File: src/rtl/mux_arb_4x1_pkg.sv
// Shared types and the round-robin pick helper for the mux_arb_4x1 arbiter.
// Used by the arbiter core regardless of whether ARB_HOLD_LIMIT_EN is defined.
package mux_arb_4x1_pkg;

    localparam int NUM_REQ = 4;
    localparam int SEL_W   = 2;

    typedef enum logic {
        IDLE  = 1'b0,
        GRANT = 1'b1
    } state_t;

    typedef struct packed {
        logic             found;
        logic [SEL_W-1:0] idx;
    } pick_t;

    // Scan from the highest index down so the first hit in ptr order is the one kept.
    function automatic pick_t rr_pick(input logic [NUM_REQ-1:0] cand,
                                      input logic [SEL_W-1:0]   ptr);
        pick_t            r;
        logic [SEL_W-1:0] idx;
        r = '0;
        for (int i = NUM_REQ - 1; i >= 0; i--) begin
            idx = ptr + SEL_W'(i);
            if (cand[idx]) begin
                r.found = 1'b1;
                r.idx   = idx;
            end
        end
        return r;
    endfunction

endpackage

File: src/rtl/mux_arb_4x1_mux.sv
// Plain N-bit 4:1 payload multiplexer, select driven by the arbiter's sel register.
module mux_nbit_4x1 #(
    parameter int N = 32
) (
    input  logic [1:0]   i_sel,
    input  logic [N-1:0] i_d0,
    input  logic [N-1:0] i_d1,
    input  logic [N-1:0] i_d2,
    input  logic [N-1:0] i_d3,
    output logic [N-1:0] o_y
);

    always_comb begin
        o_y = i_d0;
        case (i_sel)
            2'd1:    o_y = i_d1;
            2'd2:    o_y = i_d2;
            2'd3:    o_y = i_d3;
            default: o_y = i_d0;
        endcase
    end

endmodule

File: src/rtl/mux_arb_4x1.sv
// Round-robin 4-requester arbiter with transaction hold and payload mux.
// Define ARB_HOLD_LIMIT_EN to add the MAX_HOLD grant limit and timeout pulse.
module mux_arb_4x1
    import mux_arb_4x1_pkg::*;
#(
    parameter int N        = 32,
    parameter int MAX_HOLD = 16
) (
    input  logic         clk,
    input  logic         rst,
    input  logic [3:0]   req,
    input  logic [3:0]   last,
    input  logic [N-1:0] data0,
    input  logic [N-1:0] data1,
    input  logic [N-1:0] data2,
    input  logic [N-1:0] data3,
    output logic [3:0]   gnt,
    output logic [1:0]   sel,
    output logic [N-1:0] out_data,
    output logic         out_valid,
    output logic         busy,
    output logic         timeout
);

    state_t             r_state, w_state_nxt;
    logic [NUM_REQ-1:0] r_gnt, w_gnt_nxt;
    logic [SEL_W-1:0]   r_sel, w_sel_nxt;
    logic [SEL_W-1:0]   r_ptr, w_ptr_nxt;
    logic [NUM_REQ-1:0] w_cand;
    logic [SEL_W-1:0]   w_pick_ptr;
    pick_t              w_pick;
    logic               w_end;
    logic               w_hit;
    logic               w_new_grant;

    // In the end cycle the outgoing requester is excluded and priority starts just past it.
    assign w_cand     = (r_state == GRANT) ? (req & ~r_gnt) : req;
    assign w_pick_ptr = (r_state == GRANT) ? (r_sel + SEL_W'(1)) : r_ptr;
    assign w_pick     = rr_pick(w_cand, w_pick_ptr);

    assign w_end = (r_state == GRANT) &&
                   ((req[r_sel] && last[r_sel]) || !req[r_sel] || w_hit);

`ifdef ARB_HOLD_LIMIT_EN
    logic [7:0] r_hold;

    always_ff @(posedge clk) begin
        if (rst) begin
            r_hold <= '0;
        end else if (w_new_grant) begin
            r_hold <= '0;
        end else if (r_state == GRANT) begin
            r_hold <= r_hold + 8'd1;
        end
    end

    assign w_hit = (r_state == GRANT) && (r_hold == 8'(MAX_HOLD - 1));
`else
    logic [7:0] w_unused_hold;
    assign w_unused_hold = 8'(MAX_HOLD);
    assign w_hit         = 1'b0;
`endif

    always_ff @(posedge clk) begin
        if (rst) begin
            r_state <= IDLE;
            r_gnt   <= '0;
            r_sel   <= '0;
            r_ptr   <= '0;
        end else begin
            r_state <= w_state_nxt;
            r_gnt   <= w_gnt_nxt;
            r_sel   <= w_sel_nxt;
            r_ptr   <= w_ptr_nxt;
        end
    end

    always_comb begin
        w_state_nxt = r_state;
        w_gnt_nxt   = r_gnt;
        w_sel_nxt   = r_sel;
        w_ptr_nxt   = r_ptr;
        w_new_grant = 1'b0;
        case (r_state)
            IDLE: begin
                if (w_pick.found) begin
                    w_state_nxt = GRANT;
                    w_gnt_nxt   = NUM_REQ'(1) << w_pick.idx;
                    w_sel_nxt   = w_pick.idx;
                    w_new_grant = 1'b1;
                end
            end
            GRANT: begin
                if (w_end) begin
                    w_ptr_nxt = r_sel + SEL_W'(1);
                    if (w_pick.found) begin
                        w_gnt_nxt   = NUM_REQ'(1) << w_pick.idx;
                        w_sel_nxt   = w_pick.idx;
                        w_new_grant = 1'b1;
                    end else begin
                        w_state_nxt = IDLE;
                        w_gnt_nxt   = '0;
                    end
                end
            end
            default: w_state_nxt = IDLE;
        endcase
    end

    mux_nbit_4x1 #(.N(N)) u_mux (
        .i_sel (r_sel),
        .i_d0  (data0),
        .i_d1  (data1),
        .i_d2  (data2),
        .i_d3  (data3),
        .o_y   (out_data)
    );

    assign gnt       = r_gnt;
    assign sel       = r_sel;
    assign busy      = (r_state == GRANT);
    assign out_valid = busy && |(r_gnt & req);
    assign timeout   = w_hit;

endmodule

File: config.mk
export PLATFORM = sky130hd
export DESIGN_NAME = mux_arb_4x1
export DESIGN_NICKNAME = d
export VERILOG_FILES = /design/src/rtl/mux_arb_4x1_pkg.sv /design/src/rtl/mux_arb_4x1_mux.sv /design/src/rtl/mux_arb_4x1.sv
export SDC_FILE = /design/constraint.sdc
export NUM_CORES = 1
export LEC_CHECK = 0
export CAP_MARGIN = 20
export CORE_AREA = 2 2 82 84
export DETAILED_ROUTE_END_ITERATION = 8
export DIE_AREA = 0 0 84 86
export PLACE_DENSITY = 0.76
export SETUP_SLACK_MARGIN = 0.3
export SLEW_MARGIN = 30
export SYNTH_ARGS = -nofsm -noshare
export SYNTH_HDL_FRONTEND = slang
export SYNTH_SLANG_ARGS = --single-unit
File: constraint.sdc
create_clock -name clk -period 2 [get_ports clk]
set_input_delay 0.4 -clock clk [delete_from_list [all_inputs] [get_ports clk]]
set_output_delay 0.4 -clock clk [all_outputs]
set_load 0.03 [all_outputs]
# Word-level counts from Yosys, hierarchy flattened
# Cells that the tools add are included.
# classes
addsub,4
order_cmp,5
n_eq_ne,5
n_shift,1
n_mux,29
bitwise,4
n_reduce_logical,8
# ops
operator,count
$pmux W32 S3,1
$mux W4,4
$lt A2 B3 Y1 const B,5
$bmux W1 S2,6
$mux W3,4
$and A4 B4 Y4,2
$mux W1,8
$pmux W4 S2,1
$mux W2,3
$add A2 B1 Y2 const B,2
$add A2 B2 Y2 const B,2
$eq A2 B2 Y1 const B,2
$not A4 Y4,1
$pmux W2 S2,1
$reduce_and A2 Y1,2
$reduce_or A4 Y1,1
$shl A1 B2 Y4 const A,1
$logic_and A1 B1 Y1,3
$eq A2 B1 Y1 const B,1
$ne A2 B1 Y1 const B,1
$ne A2 B2 Y1 const B,1
$pmux W1 S2,1
$logic_not A1 Y1,1
$logic_or A1 B1 Y1,1
$not A1 Y1,1
# word_totals
ff_bits,9

# Depth between registers and ports, before layout
# Gate-level depths: netlist of run 1.
# depth
ltp_word,13
mapped_depth,8
depth_no_buf,8

# Hierarchy
# Synthesis of run 1 repeated with hierarchy kept, for this count alone.
# unflattened
cells_unflattened,123
area_unflattened_um2,1503.9
# by_module_without_submodules
mod,instances,cells_per_inst,area_each_um2,seq_area_each_um2
mux_nbit_4x1,1,39,814.5,0.0
mux_arb_4x1,1,84,689.4,180.2

# Least setup slack after synthesis of run 1
# Ideal clock, no wire load.
# synth_timing
path_type,register to output
startpoint,"register r_sel[0], in the netlist sel[0]"
endpoint,output out_data[0]
arrival_ns,2.043
path_slack_ns,-0.443
path_stages_with_launch,6
n_path_buf,2
cell_sequence,dfxtp_1 > inv_1 > ha_1 > clkbuf_1 > clkbuf_1 > mux2i_1
# synth_via
elab_chain_cells,2
elab_cells_between_ends,4
classes_between,3 x eq/ne; 1 x mux
# synth_rtl
item,line,source
from (decl),mux_arb_4x1.sv:27,"logic [SEL_W-1:0] r_sel, w_sel_nxt;"
from (signal assigned),mux_arb_4x1.sv:73,r_sel <= w_sel_nxt;
$eq A2 B2 Y1 or $eq A2 B1 Y1 (tied branches),mux_arb_4x1_mux.sv:15,case (i_sel)
$pmux W32 S3 (*),mux_arb_4x1_mux.sv:15,
to (decl),mux_arb_4x1.sv:19,"output logic [N-1:0] out_data,"
# Mark *: on every way between the ends. The rest lies on a longest branch, timed or not.

# Final worst setup path of run 1
# layout_timing
startpoint,"register r_sel[1], in the netlist sel[1]"
endpoint,"register r_gnt[2], in the netlist gnt[2]"
# layout_via
elab_chain_cells,13
elab_cells_between_ends,33
classes_between,4 x add/sub; 2 x eq/ne; 1 x shift; 21 x mux; 5 x reduce/logical
# layout_rtl
item,line,source
$add A2 B1 Y2,mux_arb_4x1.sv:38,assign w_pick_ptr = (r_state == GRANT) ? (r_sel + SEL_W'(1)) : r_ptr;
$mux W2,mux_arb_4x1.sv:38,
$add A2 B2 Y2,mux_arb_4x1_pkg.sv:25,idx = ptr + SEL_W'(i);
$bmux W1 S2,mux_arb_4x1_pkg.sv:26,if (cand[idx]) begin
$mux W1 (not written as such),mux_arb_4x1_pkg.sv:26,
$mux W3 (4 in a row),mux_arb_4x1_pkg.sv:26,
$shl A1 B2 Y4,"mux_arb_4x1.sv:88, mux_arb_4x1.sv:97",
$mux W4,mux_arb_4x1.sv:96,if (w_pick.found) begin
$mux W4,mux_arb_4x1.sv:94,if (w_end) begin
$pmux W4 S2,mux_arb_4x1.sv:84,case (r_state)
to (signal assigned),mux_arb_4x1.sv:72,r_gnt <= w_gnt_nxt;
to (decl),mux_arb_4x1.sv:26,"logic [NUM_REQ-1:0] r_gnt, w_gnt_nxt;"
# Several ways; a longest one is shown, not always the timed one. The select of a mux whose other input is x is not followed.
# A chain may end at the register's enable or synchronous reset.

==> results of run 1 <==
==> power groups by stage <==
stage	Sequential, W	Clock, W	Combinational (W)
after floorplan	0.000295	0	0.00153
after global placement	0.000262	0	0.00232
after detailed placement	0.000263	0	0.00235
after CTS	0.000264	0.000224	0.00274
after global routing	0.000274	0.000231	0.00300
final	0.000268	0.000221	0.00287
==> repair_timing <==
action / 4_1_cts / 5_1_grt
hold buffers: 0 / 0
gates resized for setup: 69 / 24
pin swaps: 36 / 16
setup endpoints to repair: 49 / 41
gates cloned: 2 / 1
setup buffers: 20 / 3
==> registers in the layout, indices dropped and copies added (netlist names) <==
register,cells
busy,1
gnt,4
r_ptr,2
sel,2
==> Yosys cell counts (2+ instances only) <==
master	count	area, sq um
nand2_1	6	22.5
a22oi_1	3	22.5
inv_1	39	146
ha_1	4	50.1
nand3_1	5	25.0
dfxtp_1	9	180
clkbuf_1	11	41.3
nor2_1	7	26.3
a222oi_1	32	320
buf_4	3	22.5
a21oi_1	5	25.0
mux2i_1	37	370
or3b_1	3	26.3
buf_1	2	7.51
nor2b_1	2	12.5
a21boi_0	2	15.0
==> placed cells by master, fill, tap and decap left out, types with 2 or more instances in the layout <==
| cell | netlist | final |
|---|---|---|
| dfxtp_4 | 0 | 3 |
| mux2i_4 | 0 | 31 |
| buf_6 | 0 | 47 |
| nor2_1 | 7 | 7 |
| buf_12 | 0 | 7 |
| clkbuf_8 | 0 | 3 |
| a222oi_1 | 32 | 32 |
| a21oi_2 | 0 | 3 |
| or3b_4 | 0 | 3 |
| buf_4 | 3 | 26 |
| a22oi_2 | 0 | 2 |
| dfxtp_1 | 9 | 6 |
| mux2i_2 | 0 | 3 |
| mux2i_1 | 37 | 3 |
| inv_4 | 0 | 2 |
| nand3_1 | 5 | 5 |
| a21oi_1 | 5 | 3 |
| nand2_1 | 6 | 5 |
| ha_4 | 0 | 4 |
| inv_1 | 39 | 36 |
| nor2b_1 | 2 | 2 |
| clkdlybuf4s50_1 | 0 | 131 |
| dlygate4sd2_1 | 0 | 13 |
| a21boi_2 | 1 | 2 |
==> stage by stage <==
stage / area (sq um) / power [W] / util (%) / hold WS (ns)
final: 4500 / 0.00336 / 71.7 / 0.491
after detailed placement: 3870 / 0.00261 / 61.6 / 0.484
after floorplan: 2030 / 0.00183 / - / 0.456
after global routing: 4500 / 0.00351 / 71.7 / 0.524
after global placement: 3870 / 0.00259 / 61.6 / 0.476
after CTS: 4350 / 0.00323 / 69.4 / 0.498
==> how the worst max path moves through the flow <==
stage	start	endpoint	slack [ns]	cells past startpoint
floorplan	sel[0]	gnt[2]	0.12	7
global placement	req[0]	sel[0]	-0.21	7
detailed placement	req[3]	sel[0]	-0.28	7
CTS	sel[0]	out_data[6]	-0.16	6
global route	sel[1]	out_data[21]	-0.26	6
finish	sel[1]	gnt[2]	-0.19	10
==> cell type report <==
cell class / instances / area [sq um] / area share [%]
sequential: 9 / 191 / 4.25
multi-input combinational: 127 / 1660 / 36.8
tap: 77 / 96.3 / 2.14
timing repair buffer: 227 / 2360 / 52.5
clock buffer: 4 / 45.0 / 1.00
inverter: 39 / 151 / 3.36
==> cell families (layout without fill, tap and decap cells) <==
logic type                 count (synthesis)  count (layout)  share of synthesized area, %
muxes                                     38              38                          25.7
adders and majority gates                  4               4                          3.37
DFF                                        9               9                          12.1
buffers and inverters                     55             270                          14.6
AOI/OAI and AO/OA                         55              56                          33.8
other                                      1               1                         0.252
and+or+nand+nor                           28              28                          10.1
==> worst max-delay path: stages, from the launching register on <==
cell and delay [ns]:
dfxtp_4 0.39, inv_4 0.05, buf_4 0.13, buf_6 0.12, ha_4 0.23, mux2_4 0.29, o21ai_2 0.15, nand2_1 0.07
o211a_1 0.18, or3b_1 0.38, a21oi_1 0.12
==> metal layers <==
layer  part of all wire (%)  GRT usage [%]
met5                      0              0
met3                    7.8           4.23
met1                     35           24.5
met4                    2.0           6.01
met2                     55           41.7
==> key figures, run 1 <==
Clock network
  – Clock Root Buffer: clkbuf_8
  – Worst-Skew Late Latency: 0.24 ns
  – # H-tree levels: 1
  – Cts bufs inserted: 3
  – CTS tree: built
  – Clock Pin Slew Worst Setup and Hold Paths: about 0.050 ns
  – Clock buffer depth: 2
  – CTS Sinks: 9

Floorplanning
  – Die Wd: 84 um
  – Die height: roughly 86 um
  – Initial Util: 23.7%
  – IO Count: 179
  – Core area: 6280 sq um
  – Die area: 7220 sq um
  – Row count: 29

Timing
  – Setup TNS Final: -4.71 ns
  – RSZ-0062 raised after global routing: yes
  – Max Clock Skew: 0.00228 ns
  – Post-route clock period utilization: 109%
  – Fin. Hold Viols: 0
  – Final worst path period need: approximately 2.2 ns
  – Final setup violation count: 37
  – Final worst slack: -0.188 ns
  – Slew at the pin closest to its max-slew limit: 0.551 ns
  – Max frequency: about 460 MHz
  – Worst slew margin: 63.3%
  – Final slew viol count: 0

Power
  – NetSw: 0.00141 W
  – Clock share of power: about 6.6%
  – Net Sw Frac: 42.1%
  – Pleak: 1.83 nW
  – Seq pwr share: about 8.0%
  – Internal: 0.00194 W
  – Worst vdd ir: slightly above 0.6 mV
  – Power Dens Cells: 746 nW/um^2
  – Comb power frac: 85.4%

Synthesis
  – Synth Flop Type: dfxtp_1
  – Sequential area share after synthesis: 12.1%
  – Syn_nets: 332
  – Asr flop ratio synth: 0%
  – Flops & latches, synth: 9
  – Mapped Cells: 190
  – Post-synth EDFFs: 0
  – Yosys cell types: 36
  – Syn avg cell area: 7.82 sq um
  – YS warnings: 0
  – Synth Cell Area: 1490 sq um

Finish
  – Fin cells: 483
  – ANT cells: 0
  – Synth-to-Final Area Change: 203%
  – Fillers: slightly below 500
  – Final #Nets: 549
  – Share of cells above drive strength 1: between 30% and 40%

Global route
  – Remaining global-route overflow: 0
  – Number of global-route vias before repair: 2580
  – Largest net degree at the start of global routing: 17
  – Global Route Usage Sum: between 20% and 30%
  – Antenna violations before repair: 0
  – First-pass GRT wire length: 12.7 mm

Run status
  – Status: finished with violations
  – Violated checks: setup timing

Detailed routing
  – Vias/cell: 5.19
  – Via Count: 2509
  – Residual DRC: 0
  – First-pass DRT Iterations: 6
  – Total wire length: 8.34 mm
  – Iter 0 DRT Violations: 154
  – Antenna viol nets, final: 0
  – Routed WL per cell: 17.3 um

Placement
  – Placed cell count: 453
  – DPL Wire Length: roughly 5.8 mm
  – Dpl ws: -0.281 ns
  – Port buffer count: 177
  – GPL Wtd Cong: ~0.85

Critical path
  – Setup CP Type: flop to flop
  – Worst EP arrival: 2.35 ns
  – Critical R2R Launch: sel[1]
  – CP Capture Type: flop
  – Internal reg-to-reg setup slack: -0.19 ns
  – WP data required: 2.17 ns
  – Startpoint Class: flop
  – R2R depth: 10
  – Worst r2r dst: gnt[2]
  – CP max FO: 4

Hold path
  – WHS Path Cells: 2
  – Worst-case hold path end point: r_ptr[0]
  – Tightest Hold Check Type: flop to flop
  – Hold Crit Start: r_ptr[0]

Job
  – Max Cap Viol: 0
No activity file was read; power rests on OpenSTA's default activity.
==> inputs of run 2 (changes only) <==
Settings changed: SETUP_SLACK_MARGIN 0.3 to 0.5.
==> run 2 against run 1 <==
Net effect: the run still ends with setup timing left; register-to-register slack better by 0.17 ns; highest routed layer unchanged; non-clock buffer count down 2; via count up 1.4%; critical endpoint is now out_data[2]; first-iteration DRC count up 19%.
==> key figures, run 2 (same netlist as run 1, synthesis figures left out) <==
Critical path
  – Startpoint Class: flop
  – R2R depth: 8
  – Worst r2r dst: gnt[2]
  – Cell Chain, Critical Path: buf_6 -> ha_4 -> buf_12 -> a222oi_1 -> mux2i_4 -> buf_6
  – Worst EP arrival: 1.81 ns
  – Internal reg-to-reg setup slack: -0.02 ns
  – CP Capture Type: output pin
  – WP data required: 1.60 ns
  – Crit path max-delay cell type: a222oi_1
  – CP bufs+invs: 3
  – Crit path top cell by count: buf_6
  – Largest stage delay, worst path: 0.46 ns
  – Setup CP Type: flop to output pin
  – Delay-heaviest family, CP: compound AO/OA/AOI/OAI gates
  – Critical R2R Launch: sel[1]
  – CP max FO: 13

Floorplanning
  – Core area: 6280 sq um
  – Die area: 7220 sq um
  – IO Count: between 150 and 200
  – Initial Util: 23.7%
  – Die Wd: 84 um
  – Die height: around 86 um
  – Row count: 29

Run status
  – Violated checks: setup timing
  – Status: finished with violations

Placement
  – GPL Wtd Cong: 0.847
  – DPL Wire Length: 6.44 mm
  – Port buffer count: 177

Detailed routing
  – Vias/cell: ~5.3
  – Iter 0 DRT Violations: 184
  – Via Count: 2544
  – First-pass DRT Iterations: 6
  – Total wire length: 9.35 mm
  – Routed WL per cell: 19.4 um
  – Residual DRC: 0
  – Antenna viol nets, final: 0

Job
  – Max Cap Viol: 0

Timing
  – Max frequency: 453 MHz
  – Final worst path period need: roughly 2.2 ns
  – Final slew viol count: 0
  – Final worst slack: -0.205 ns
  – Final setup violation count: 33
  – Slew at the pin closest to its max-slew limit: 0.514 ns
  – Fin. Hold Viols: 0
  – Post-route clock period utilization: 110%
  – RSZ-0062 raised after global routing: yes
  – Worst slew margin: 65.8%
  – WHS: 0.543 ns
  – Max Clock Skew: between 0.002 and 0.003 ns

Finish
  – Max reg flops: 4
  – Fillers: 448
  – Most frequent cells in the layout: clkdlybuf4s50_1, buf_6, inv_1, a222oi_1, mux2i_4
  – Multi-input logic area: 1640 sq um
  – Commonest non-fill, non-tap cell in the layout: clkdlybuf4s50_1
  – ANT cells: 0
  – Final #Nets: 547
  – Storage cell area: between 150 and 200 sq um
  – Synth-to-Final Area Change: 204%
  – Share of cells above drive strength 1: 38.6%

Clock network
  – Worst-Skew Late Latency: about 0.24 ns
  – CTS tree: built
  – Post-CTS Hold Buffers: 0
  – CTS Sinks: 9
  – # H-tree levels: 1
  – Clock Root Buffer: clkbuf_8
  – Clock Pin Slew Worst Setup and Hold Paths: 0.05 ns
  – Cts bufs inserted: 3
  – Clock buffer depth: 2

Global route
  – Antenna violations before repair: 0
  – Remaining global-route overflow: 0
  – Number of global-route vias before repair: 2670
  – First-pass GRT wire length: about 14 mm
  – Largest net degree at the start of global routing: 30
  – Global Route Usage Sum: between 20% and 30%

Hold path
  – Worst-case hold path end point: gnt[3]
  – Tightest Hold Check Type: flop to flop
  – Hold Crit Start: gnt[3]
  – WHS Path Cells: 2

Power
  – Tot Pwr: 0.00335 W
  – Worst vdd ir: 0.618 mV
  – Power Dens Cells: 740 nW/um^2
  – Pleak: 1.82 nW
run 2: worst register-to-register path: cells and delay by family (launching register included):
kind / cells / cell delay [ns]
buffers and inverters: 2 / 0.17
AO/OA/AOI/OAI: 3 / 0.53
adder cells (fa/ha/maj): 1 / 0.22
AND/OR/NAND/NOR: 1 / 0.35
flip-flops: 1 / 0.42
multiplexers: 1 / 0.27
run 2: area by class of cell:
cell class                 count  share of cell area (%)
sequential                     9                    4.26
tap                           77                    2.13
clock buffer                   4                   0.995
timing repair buffer         225                    52.9
inverter                      39                    3.40
multi-input combinational    127                    36.3
run 2: worst max path at each step:
stage                     startpoint      endpoint  slack (ns)  cells after the start
after detailed placement      req[3]        sel[1]       -0.28                      7
after floorplan               sel[1]        gnt[2]        0.14                      7
after global placement        req[0]        sel[1]       -0.20                      7
final                         sel[0]   out_data[2]       -0.21                      6
after global routing          sel[0]   out_data[0]       -0.26                      6
after CTS                     sel[0]  out_data[21]       -0.22                      6
run 2: where the power goes:
part	internal, W	total (W)	switching (W)
Clock	0.000140	0.000221	0.0000812
Sequential	0.000212	0.000273	0.0000611
Combinational	0.00157	0.00285	0.00128
Total	0.00192	0.00335	0.00143
run 2: what timing repair did:
action | CTS | global route
buffers inserted | 13 | 2
pin swaps | 22 | 30
gates cloned | 2 | 1
setup endpoints to repair | 49 | 45
gates resized for setup | 100 | 9
run 2: per-layer routing:
metal	global-route usage, %	vias up	share of wire (%)	routed length [um]
met5	0	-	0	0
met4	8.80	0	2.4	227
met3	6.16	19	7.6	713
met2	45.6	125	53	4930
met1	26.9	1224	37	3490
li1	-	1176	-	-
run 2: through the flow:
| step | utilization, % | setup TNS (ns) | instances | area [sq um] | worst slack [ns] |
|---|---|---|---|---|---|
| floorplan | - | 0 | 190 | 2000 | 0.137 |
| global placement | 63.6 | -1.08 | 459 | 3990 | -0.199 |
| detailed placement | 63.6 | -1.82 | 459 | 3990 | -0.280 |
| CTS | 71.2 | -5.05 | 478 | 4470 | -0.217 |
| global route | 72.1 | -6.92 | 481 | 4530 | -0.261 |
| finish | 72.1 | -4.94 | 481 | 4530 | -0.205 |
